<file path="src/rtl/f_a_t_pkg.sv">
// Shared mode codes and FSM encodings for the bit-serial word-function unit.
package f_a_t_pkg;

    localparam logic [1:0] MODE_REV  = 2'd0;
    localparam logic [1:0] MODE_POP  = 2'd1;
    localparam logic [1:0] MODE_GRAY = 2'd2;
    localparam logic [1:0] MODE_NEG  = 2'd3;

    typedef enum logic [1:0] {
        S_IDLE = 2'd0,
        S_RUN  = 2'd1,
        S_DONE = 2'd2
    } state_t;

endpackage

</file>
<file path="src/rtl/f_a_t_bit_step.sv">
// One serial step: folds operand bit b (and its upper neighbour nb) into the
// accumulator according to the selected word function.
module f_a_t_bit_step
    import f_a_t_pkg::*;
#(
    parameter int W  = 5,
    parameter int CW = $clog2(W)
) (
    input  logic          b,
    input  logic          nb,
    input  logic [CW-1:0] i,
    input  logic [1:0]    mode,
    input  logic [W-1:0]  acc,
    input  logic          flag,
    output logic [W-1:0]  acc_next,
    output logic          flag_next
);

    logic [CW-1:0] ri;

    always_comb begin
        acc_next  = acc;
        flag_next = flag;
        ri        = CW'(W - 1) - i;
        case (mode)
            MODE_REV:  acc_next[ri] = b;
            MODE_POP:  acc_next = acc + {{(W-1){1'b0}}, b};
            MODE_GRAY: acc_next[i] = b ^ nb;
            MODE_NEG: begin
                // Copy bits up to and including the first 1, invert above it.
                acc_next[i] = b ^ flag;
                flag_next   = flag | b;
            end
            default:   acc_next = acc;
        endcase
    end

endmodule

</file>
<file path="src/rtl/f_a_t_serial_unit.sv">
// Bit-serial word-function unit: walks a W-bit operand LSB first, one bit per
// clock, and presents the result on y with a one-cycle done pulse.
module f_a_t_serial_unit
    import f_a_t_pkg::*;
#(
    parameter int W = 5
) (
    input  logic         clk,
    input  logic         rst,
    input  logic         start,
    input  logic [1:0]   mode,
    input  logic [W-1:0] x,
    output logic [W-1:0] y,
    output logic         busy,
    output logic         done
);

    localparam int            CW   = $clog2(W);
    localparam logic [CW-1:0] LAST = CW'(W - 1);

    state_t        state, state_next;
    logic [W-1:0]  sr;
    logic [W-1:0]  acc, acc_next;
    logic          flag, flag_next;
    logic [CW-1:0] cnt;
    logic [1:0]    md;

    always_comb begin
        state_next = state;
        case (state)
            S_IDLE:  if (start) state_next = S_RUN;
            S_RUN:   if (cnt == LAST) state_next = S_DONE;
            S_DONE:  state_next = S_IDLE;
            default: state_next = S_IDLE;
        endcase
    end

    // sr is shifted right each step, so sr[1] is the next-higher operand bit
    // and reads 0 on the final step.
    f_a_t_bit_step #(.W(W), .CW(CW)) u_step (
        .b         (sr[0]),
        .nb        (sr[1]),
        .i         (cnt),
        .mode      (md),
        .acc       (acc),
        .flag      (flag),
        .acc_next  (acc_next),
        .flag_next (flag_next)
    );

    always_ff @(posedge clk) begin
        if (rst) begin
            state <= S_IDLE;
            sr    <= '0;
            acc   <= '0;
            flag  <= 1'b0;
            cnt   <= '0;
            md    <= MODE_REV;
            y     <= '0;
            busy  <= 1'b0;
            done  <= 1'b0;
        end else begin
            state <= state_next;
            busy  <= (state_next == S_RUN);
            done  <= 1'b0;
            case (state)
                S_IDLE: begin
                    if (start) begin
                        sr   <= x;
                        md   <= mode;
                        acc  <= '0;
                        flag <= 1'b0;
                        cnt  <= '0;
                    end
                end
                S_RUN: begin
                    sr   <= {1'b0, sr[W-1:1]};
                    acc  <= acc_next;
                    flag <= flag_next;
                    cnt  <= cnt + 1'b1;
                end
                S_DONE: begin
                    y    <= acc;
                    done <= 1'b1;
                end
                default: ;
            endcase
        end
    end

endmodule
</file>
<file path="config.mk">
export PLATFORM = sky130hd
export DESIGN_NAME = f_a_t_serial_unit
export DESIGN_NICKNAME = d
export VERILOG_FILES = /design/src/rtl/f_a_t_pkg.sv /design/src/rtl/f_a_t_bit_step.sv /design/src/rtl/f_a_t_serial_unit.sv
export SDC_FILE = /design/constraint.sdc
export NUM_CORES = 1
export LEC_CHECK = 0
export ABC_CLOCK_PERIOD_IN_PS = 1900
export CAP_MARGIN = 20
export CORE_MARGIN = 1.5
export CORE_UTILIZATION = 45
export CTS_BUF_LIST = sky130_fd_sc_hd__clkbuf_16
export CTS_CLUSTER_DIAMETER = 120
export DETAILED_ROUTE_END_ITERATION = 16
export MAX_ROUTING_LAYER = met4
export PLACE_DENSITY = 0.69
export RECOVER_POWER = 100
export SLEW_MARGIN = 20
export SYNTH_ARGS = -nofsm -noshare
export SYNTH_HDL_FRONTEND = slang
export SYNTH_SLANG_ARGS = --single-unit
</file>
<file path="constraint.sdc">
create_clock -name clk -period 1.9 [get_ports clk]
set_input_delay 0.57 -clock clk [delete_from_list [all_inputs] [get_ports clk]]
set_output_delay 0.57 -clock clk [all_outputs]
set_load 0.03 [all_outputs]
</file>
**Yosys cells after proc, flatten, opt, wreduce, memory -nomap -nowiden**

Index checks and enable logic that the tools add are counted.

- Register bits: 25
- Word-level logic and storage cells: 57

- Order comparisons: 4
- Muxes and demuxes: 21
- Add/subtract/negate cells: 3
- Reduce and logical (&&, ||, !) cells: 8
- Bitwise gates (word level): 3
- Eq/ne operators: 9

Operators with widths:

| kind | count |
|---|---|
| one-hot mux 5 bit (2 select lines) | 2 |
| one-hot mux 5 bit (4 select lines) | 1 |
| bitwise mux 5 bit | 3 |
| two-way mux 5 bit | 2 |
| less-than comparator 3 x 4 -> 1 bit, second input constant | 2 |
| demux 1 bit (select 3 bit) | 2 |
| == test 2 x 1 -> 1 bit, second input constant | 3 |
| == test 2 bit, second input constant | 3 |
| >= comparator 3 x 1 -> 1 bit, second input constant | 2 |
| one-hot mux 3 bit (2 select lines) | 1 |
| adder 5 x 1 -> 5 bit | 1 |
| two-way mux 1 bit | 5 |
| logical NOT 2 bit | 2 |
| two-way mux 2 bit | 2 |
| one-hot mux 2 bit (2 select lines) | 1 |
| AND reduction 2 bit | 2 |
| adder 3 x 1 -> 3 bit, second input constant | 1 |
| == test 3 bit, second input constant | 1 |
| two-way mux 3 bit | 1 |
| AND reduction 3 bit | 1 |
| subtractor 3 bit, first input constant | 1 |
| logical AND 1 bit | 2 |
| != test 2 x 1 -> 1 bit, second input constant | 1 |
| != test 2 bit, second input constant | 1 |
| 4 further kinds | 5 |

**Logic depth before layout (Yosys ltp)**

Gate-level depths: netlist of run 1.

- Depth in word-level cells: 8
- Gate-level depth with buffers: 8
- Gate-level depth less buffers: 7

**Modules after synthesis**

From an unflattened synthesis of run 1, not the netlist that was laid out.

- Cell total of the unflattened synthesis: 169
- Area total of the unflattened synthesis: 1475.2 um2

By module, submodules not included:

| module | times used | area each (um2) | cells an instance | seq. area each (um2) |
|---|---|---|---|---|
| f_a_t_serial_unit | 1 | 1018.5 | 109 | 500.5 |
| f_a_t_bit_step | 1 | 456.7 | 60 | 0.0 |

**Worst setup path before layout of run 1**

OpenSTA, ideal clock, no wires.

- Path kind: reg-to-reg
- From: register cnt[0]
- To: register acc[3]
- Setup slack: -0.113 ns
- Cell stages (with the launch flop): 9
- Clock period less this slack: 2.013 ns
- Library setup time: 0.073 ns
- Data required time: 1.827 ns
- Path buffers: 1
- Data arrival time: 1.940 ns
- Path through: dfxtp_1 > buf_2 > inv_1 > ha_1 > ha_1 > nand3b_1 > mux2i_1 > or4_4 > o211ai_2

- Longest elaborated chain between the ends: 8

Ends and longest elaborated chain:

| item | line | RTL |
|---|---|---|
| start, declared | f_a_t_serial_unit.sv:25 | `logic [CW-1:0] cnt;` |
| start signal, assigned | f_a_t_serial_unit.sv:80 | `cnt <= cnt + 1'b1;` |
| subtractor 3 bit | f_a_t_bit_step.sv:24 | `ri = CW'(W - 1) - i;` |
| less-than comparator 3 x 4 -> 1 bit (implied by the code) / >= comparator 3 x 1 -> 1 bit (equally long branches) | f_a_t_bit_step.sv:26 | `MODE_REV: acc_next[ri] = b;` |
| logical AND 1 bit (implied by the code) | f_a_t_bit_step.sv:26 |  |
| two-way mux 1 bit (implied by the code) | f_a_t_bit_step.sv:26 |  |
| demux 1 bit (select 3 bit) | - |  |
| bitwise mux 5 bit | f_a_t_bit_step.sv:26 |  |
| one-hot mux 5 bit (4 select lines) * | f_a_t_bit_step.sv:25 | `case (mode)` |
| one-hot mux 5 bit (2 select lines) * | f_a_t_serial_unit.sv:66 | `case (state)` |
| end signal, assigned | f_a_t_serial_unit.sv:78 | `acc <= acc_next;` |
| end, declared | f_a_t_serial_unit.sv:23 | `logic [W-1:0] acc, acc_next;` |

Mark *: on every way between the ends. The rest lies on a longest branch, timed or not.
A chain may end at the register's enable or synchronous reset.

**Worst setup path after layout of run 1**

- From: register y[2]
- To: output port y[2]

RTL lines:

| item | line | RTL |
|---|---|---|
| start, declared | f_a_t_serial_unit.sv:13 | `output logic [W-1:0] y,` |
| start signal, assigned | f_a_t_serial_unit.sv:59 | `y <= '0;` |
| start signal, assigned | f_a_t_serial_unit.sv:83 | `y <= acc;` |

No word-level cell between the ends.

==> results of run 1 <==
## sequential cells by signal (all words and copies together), names as in the netlist
register  count
acc           5
busy          1
cnt           3
done          1
flag          1
md            2
sr            5
state         2
y             5
## worst reg2reg max path, stage by stage (launching register included)
cell and delay, ns:
dfxtp_2 0.33, inv_1 0.05, ha_1 0.22, ha_4 0.24, nand3b_1 0.18, mux2i_1 0.14
or4_4 0.41, o211ai_1 0.10
## Yosys cell counts, drive strengths merged (2+ instances only)
cell and count:
a21oi 7, mux2i 9, o31ai 2, a32oi 2
nand2 7, inv 7, dfxtp 25, and2 2
nor3b 4, buf 7, nor3 5, nor2 25
a22oi 2, a311oi 2, nand4 2, clkbuf 5
xnor2 2, o22ai 4, nand3b 4, ha 6
nand4b 2, o21ai 8, a211oi 5, o311ai 2
## where the power goes
part           switching [mW]  internal (mW)
registers              0.0258          0.543
logic                  0.0991         0.0850
clock network           0.195          0.284
## layer usage
metal,global-route usage,vias to the layer above
met5,-,-
met4,0.09524,0
met3,0.03680,7
met2,0.3168,40
met1,0.2954,579
li1,-,628
## cell families after synthesis
group / share of synthesized area
flip-flops: 0.3442
buffers and inverters: 0.06798
AND/OR/NAND/NOR: 0.2315
multiplexers: 0.06971
XOR/XNOR: 0.01205
AO/OA/AOI/OAI: 0.2229
adder cells (fa/ha/maj): 0.05163
## how the worst min path moves through the flow
stage	startpoint	end	slack (ns)
finish	flag$_SDFFE_PP0P_	flag$_SDFFE_PP0P_	0.47
global route	flag$_SDFFE_PP0P_	flag$_SDFFE_PP0P_	0.51
CTS	flag$_SDFFE_PP0P_	flag$_SDFFE_PP0P_	0.47
detailed placement	flag$_SDFFE_PP0P_	flag$_SDFFE_PP0P_	0.46
global placement	flag$_SDFFE_PP0P_	flag$_SDFFE_PP0P_	0.45
floorplan	flag$_SDFFE_PP0P_	flag$_SDFFE_PP0P_	0.44
## final cells by class
class	count	area share
multi-input combinational	120	0.4920
sequential	25	0.2918
timing repair buffer	23	0.1223
clock buffer	3	0.04367
tap	44	0.03202
inverter	7	0.01528
clock inverter	1	0.002911
## stage by stage
step                power [mW]    util  hold slack (ns)  setup WS (ns)
floorplan               0.7147       -           0.4363        0.06326
global placement        0.7645  0.5447           0.4453       -0.03781
detailed placement      0.7668  0.5447           0.4562       -0.05278
CTS                      1.240  0.5709           0.4652        0.04533
global route             1.278  0.5631           0.5061        0.02712
finish                   1.232  0.5631           0.4664        0.05507
==> results.cfg, run 1 <==
[outcome]
status = completed

[pwr]
ir_worst_vdd_v = 0.0004239
p_leak_nw = 0.6231
pwr_density_cell_nw_per_um2 = 716.7

[floorplanning]
io_pins = 17
core.rowCount = 20
core_um2 = 3053
die_x_um = 59.84
dieHeight_um = 59.84
dieArea_um2 = 3581
initial_core_util = 0.4762

[clock_network]
clk_latency_ns = 0.26
cts_max_path_buffers = 2
post_cts_resized = 0
htreeDepth = 1
tritoncts = done
cts_root_buf = clkbuf_16
cts.sinks = 25
cts_setup_buffers = 0
ctsHoldBuffers = 0
cts_buffers = 3
cts.clk_slew.worst_paths_ns = 0.07

[final_layout]
seq_area_um2 = 501.7
areaGrowthSynthToFinish_pct = 18.24
design_area_um2 = 1719
fill_cells = 304
fin_nets = 196
instances_no_fill = 223
multi_input_area_um2 = 845.8
antenna_cells = 0
drive_gt1_frac = 0.1173
final_cell_mix = nor2_1 (24), dfxtp_1 (24), clkdlybuf4s50_1 (15)

[setup_path]
start_kind = flip-flop
cp_num_buf_inv = 1
end_kind = output pin
r2r-start = cnt[0]$_SDFFE_PP0P_
crit_end = y[2]
cp_slowest_cell = clkdlybuf4s50_1
r2r-end = acc[3]$_SDFFE_PP0P_
path_cells = clkdlybuf4s50_1
crit_arrival_ns = 1.27
cpPeakStageDelay_ns = 0.68
reg2reg_depth = 7
crit_family = buffers and inverters
critPathMaxFanout = 2
crit_start = y[2]$_SDFFE_PP0P_
path_class = flip-flop to output pin
cp.depth = 1
cp.required_ns = 1.33
reg2reg_setup_slack_ns = 0.16

[routing]
num_vias = 1254
wl_per_cell_um = 14.74
viasPerCell = 5.623
dr_wl_met2_um = 1477
top_layer = met4
wl_um = 3286
wl_met1_um = 1575
dr.pass1.iters = 4
wl_met3_um = 167
ant_nets = 0
drt-initial-drc-count = 31
drc = 0

[yosys]
yosysTopAreaCell = dfxtp_1
synth-warning-count = 0
synth_cell_type_count = 48
synth_area_um2 = 1454
yosys_most_used_dff = dfxtp_1
seq_area_frac_synth = 0.3442
async_flop_share = 0
syn_nets = 180
synth.avg_cell_area_um2 = 8.865
netlist_instances = 164
synth_edf_count = 0
synth_top_area_frac = 0.3442
ys_top_cells_by_area = dfxtp_1 (34%), mux2i_1 (6.2%), nor2_1 (6.2%)
yosys_register_bits = 25

[sta]
setup_violations = 0
post-route-min-period_ns = 1.845
finalHoldViolations = 0
finClkSkew_ns = 0.003893
fin_setup_tns_ns = 0
fin_crit_sh = 0.9710
final-max-slew-violation-count = 0
max_freq_ghz = 0.5420
rsz0062_at_grt = no
tightest_slew_ns = 0.5698
timing.slew.headroom = 0.6199

[grt]
grt.overflow.total = 0
grt_max_degree = 19
grt_pass1_wl_um = 5754
grt_antenna_before_repair = 0
grtUsageTotal = 0.2178
grt_pass1_vias = 1245

[placement]
gp_congestion = 0.9255
place_area_um2 = 1663
place_hpwl_um = 2384
io_buffers = 16
place_inst = 219

[worst_hold_path]
worst_hold_path_type = flip-flop to flip-flop
hold_depth = 2

[job]
cap_violations = 0
No activity file was read; power rests on OpenSTA's default activity.
==> run 2: changes to the inputs <==
CTS_CLUSTER_DIAMETER = default   (was 120)
==> results of run 2 <==
Same layout as run 1: the final DEF is identical, and so are final timing and power.
==> run 3: changes to the inputs <==
ABC_AREA = 1   (was default)
MAX_ROUTING_LAYER = default   (was met4)
PLACE_DENSITY = 0.78   (was 0.69)
==> run 3 against run 2 <==
  * Sequential power is essentially flat
  * Total power grew 0.53%
  * Flip-flop and latch count is the same
  * Critical path type unchanged
  * Critical endpoint is now y[1]
  * Largest cell class unchanged
==> results.cfg, run 3 <==
[setup_path]
path_class = flip-flop to output pin
crit_family = buffers and inverters
cp_slowest_cell = clkdlybuf4s50_1
crit_arrival_ns = 1.27
start_kind = flip-flop
critPathMaxFanout = 2
path_cells = clkdlybuf4s50_1
cp_num_buf_inv = 1
cpPeakStageDelay_ns = 0.67
end_kind = output pin
reg2reg_setup_slack_ns = 0.21
cp.required_ns = 1.33

[placement]
gp_congestion = 0.8831
place_hpwl_um = 2441
io_buffers = 16

[routing]
ant_nets = 0
wl_um = 3459
dr.pass1.iters = 4
num_vias = 1412
drc = 0
viasPerCell = 5.153
wl_per_cell_um = 12.62
drt-initial-drc-count = 73

[floorplanning]
core.rowCount = 20
dieHeight_um = 59.15
dieArea_um2 = 3499
io_pins = 17
core_um2 = 3028
initial_core_util = 0.4686
die_x_um = 59.15

[sta]
fin_crit_sh = 0.9700
finalHoldViolations = 0
post-route-min-period_ns = 1.843
finClkSkew_ns = 0.0008001
final-max-slew-violation-count = 0
max_freq_ghz = 0.5426
rsz0062_at_grt = no
fin_setup_tns_ns = 0
setup_violations = 0
timing.slew.headroom = 0.6088
tightest_slew_ns = 0.5867

[yosys]
synth_area_um2 = 1419
netlist_instances = 209
async_flop_share = 0
synth_edf_count = 0
syn_nets = 225
synth-warning-count = 0
synth_top_area_frac = 0.3527
synth_cell_type_count = 24
synth.most_common_cell = nand2_1
ys_top_cells_by_area = dfxtp_1 (35%), nand2_1 (13%), inv_1 (7.4%)
seq_area_frac_synth = 0.3527
synthTopCellsByCount = nand2_1 (49), inv_1 (28), dfxtp_1 (25), nand3_1 (19), a21oi_1 (18)
yosysTopAreaCell = dfxtp_1
synth.avg_cell_area_um2 = 6.789
yosys_most_used_dff = dfxtp_1
yosys_register_bits = 25

[final_layout]
fin_nets = 247
reg.largest.list = acc: 5 flops, sr: 5 flops, y: 5 flops
layout_commonest_cell = nand2_1
antenna_cells = 0
fill_cells = 288
drive_gt1_frac = 0.06522
final_core_util = 0.5653
areaGrowthSynthToFinish_pct = 20.63
final_cell_mix = nand2_1 (49), inv_1 (29), dfxtp_1 (25)

[job]
cap_violations = 0

[grt]
grt_pass1_wl_um = 5816
grt_pass1_vias = 1331
grtUsageTotal = 0.2215
grt.overflow.total = 0
grt_antenna_before_repair = 0
grt_max_degree = 14

[clock_network]
cts_setup_buffers = 0
cts.sinks = 25
cts_root_buf = clkbuf_16
cts.clk_slew.worst_paths_ns = 0.06
cts_buffers = 3
post_cts_resized = 0
ctsHoldBuffers = 0
cts_max_path_buffers = 2
clk_latency_ns = 0.26
htreeDepth = 1
tritoncts = done

[pwr]
pwr_density_cell_nw_per_um2 = 723.7
ir_worst_vdd_v = 0.0005457
p_leak_nw = 0.7502

[worst_hold_path]
worst_hold_path_type = flip-flop to flip-flop

[outcome]
status = completed
==> run 3: where the power goes <==
part,total [mW],internal (mW),switching (mW)
registers,0.566,0.544,0.0225
clock network,0.465,0.282,0.184
logic,0.207,0.0758,0.131
==> run 3: layer usage <==
metal | up-vias | part of all wire | wire [um] | GRT usage
met5 | - | 0 | 0 | 0
met4 | 0 | 0.033 | 114 | 0.1039
met3 | 12 | 0.062 | 213 | 0.04585
met2 | 37 | 0.44 | 1535 | 0.3381
met1 | 632 | 0.46 | 1595 | 0.2986
li1 | 731 | - | - | -
==> run 3: cell families (layout without fill, tap and decap cells) <==
group,count (synthesis),in the layout,share of synthesized area
AND/OR/NAND/NOR,98,98,0.3095
flip-flops,25,25,0.3527
adder cells (fa/ha/maj),6,6,0.05291
XOR/XNOR,2,2,0.01235
AO/OA/AOI/OAI,43,43,0.1667
buffers and inverters,35,56,0.1058
==> run 3: path summary, 6_finish.rpt <==
kind                            start             endpoint  depth (start not counted)
setup / recovery    y[1]$_SDFFE_PP0P_                 y[1]                          1
hold / removal     sr[4]$_SDFFE_PP0P_   sr[4]$_SDFFE_PP0P_                          2
setup reg to reg  cnt[0]$_SDFFE_PP0P_  acc[4]$_SDFFE_PP0P_                          9
hold reg to reg    sr[4]$_SDFFE_PP0P_   sr[4]$_SDFFE_PP0P_                          2
==> run 3: area by class of cell <==
cell class	count	area (um^2)	area share
Multi-Input combinational cell	149	768.2	0.4488
Sequential cell	25	500.5	0.2924
Timing Repair Buffer	21	190.2	0.1111
Inverter	31	118.9	0.06944
Clock buffer	3	75.07	0.04386
Tap cell	44	55.05	0.03216
Clock inverter	1	3.754	0.002193
==> run 3: metrics by stage <==
stage | worst slack (ns) | cell area (um^2) | power [mW] | instances | hold slack (ns)
floorplan | 0.3432 | 1419 | 0.7193 | 209 | 0.4391
global placement | 0.1787 | 1640 | 0.7787 | 270 | 0.4524
detailed placement | 0.1477 | 1640 | 0.7804 | 270 | 0.4552
CTS | 0.05973 | 1719 | 1.241 | 274 | 0.4646
global route | 0.03559 | 1712 | 1.290 | 274 | 0.4853
finish | 0.05692 | 1712 | 1.239 | 274 | 0.4646
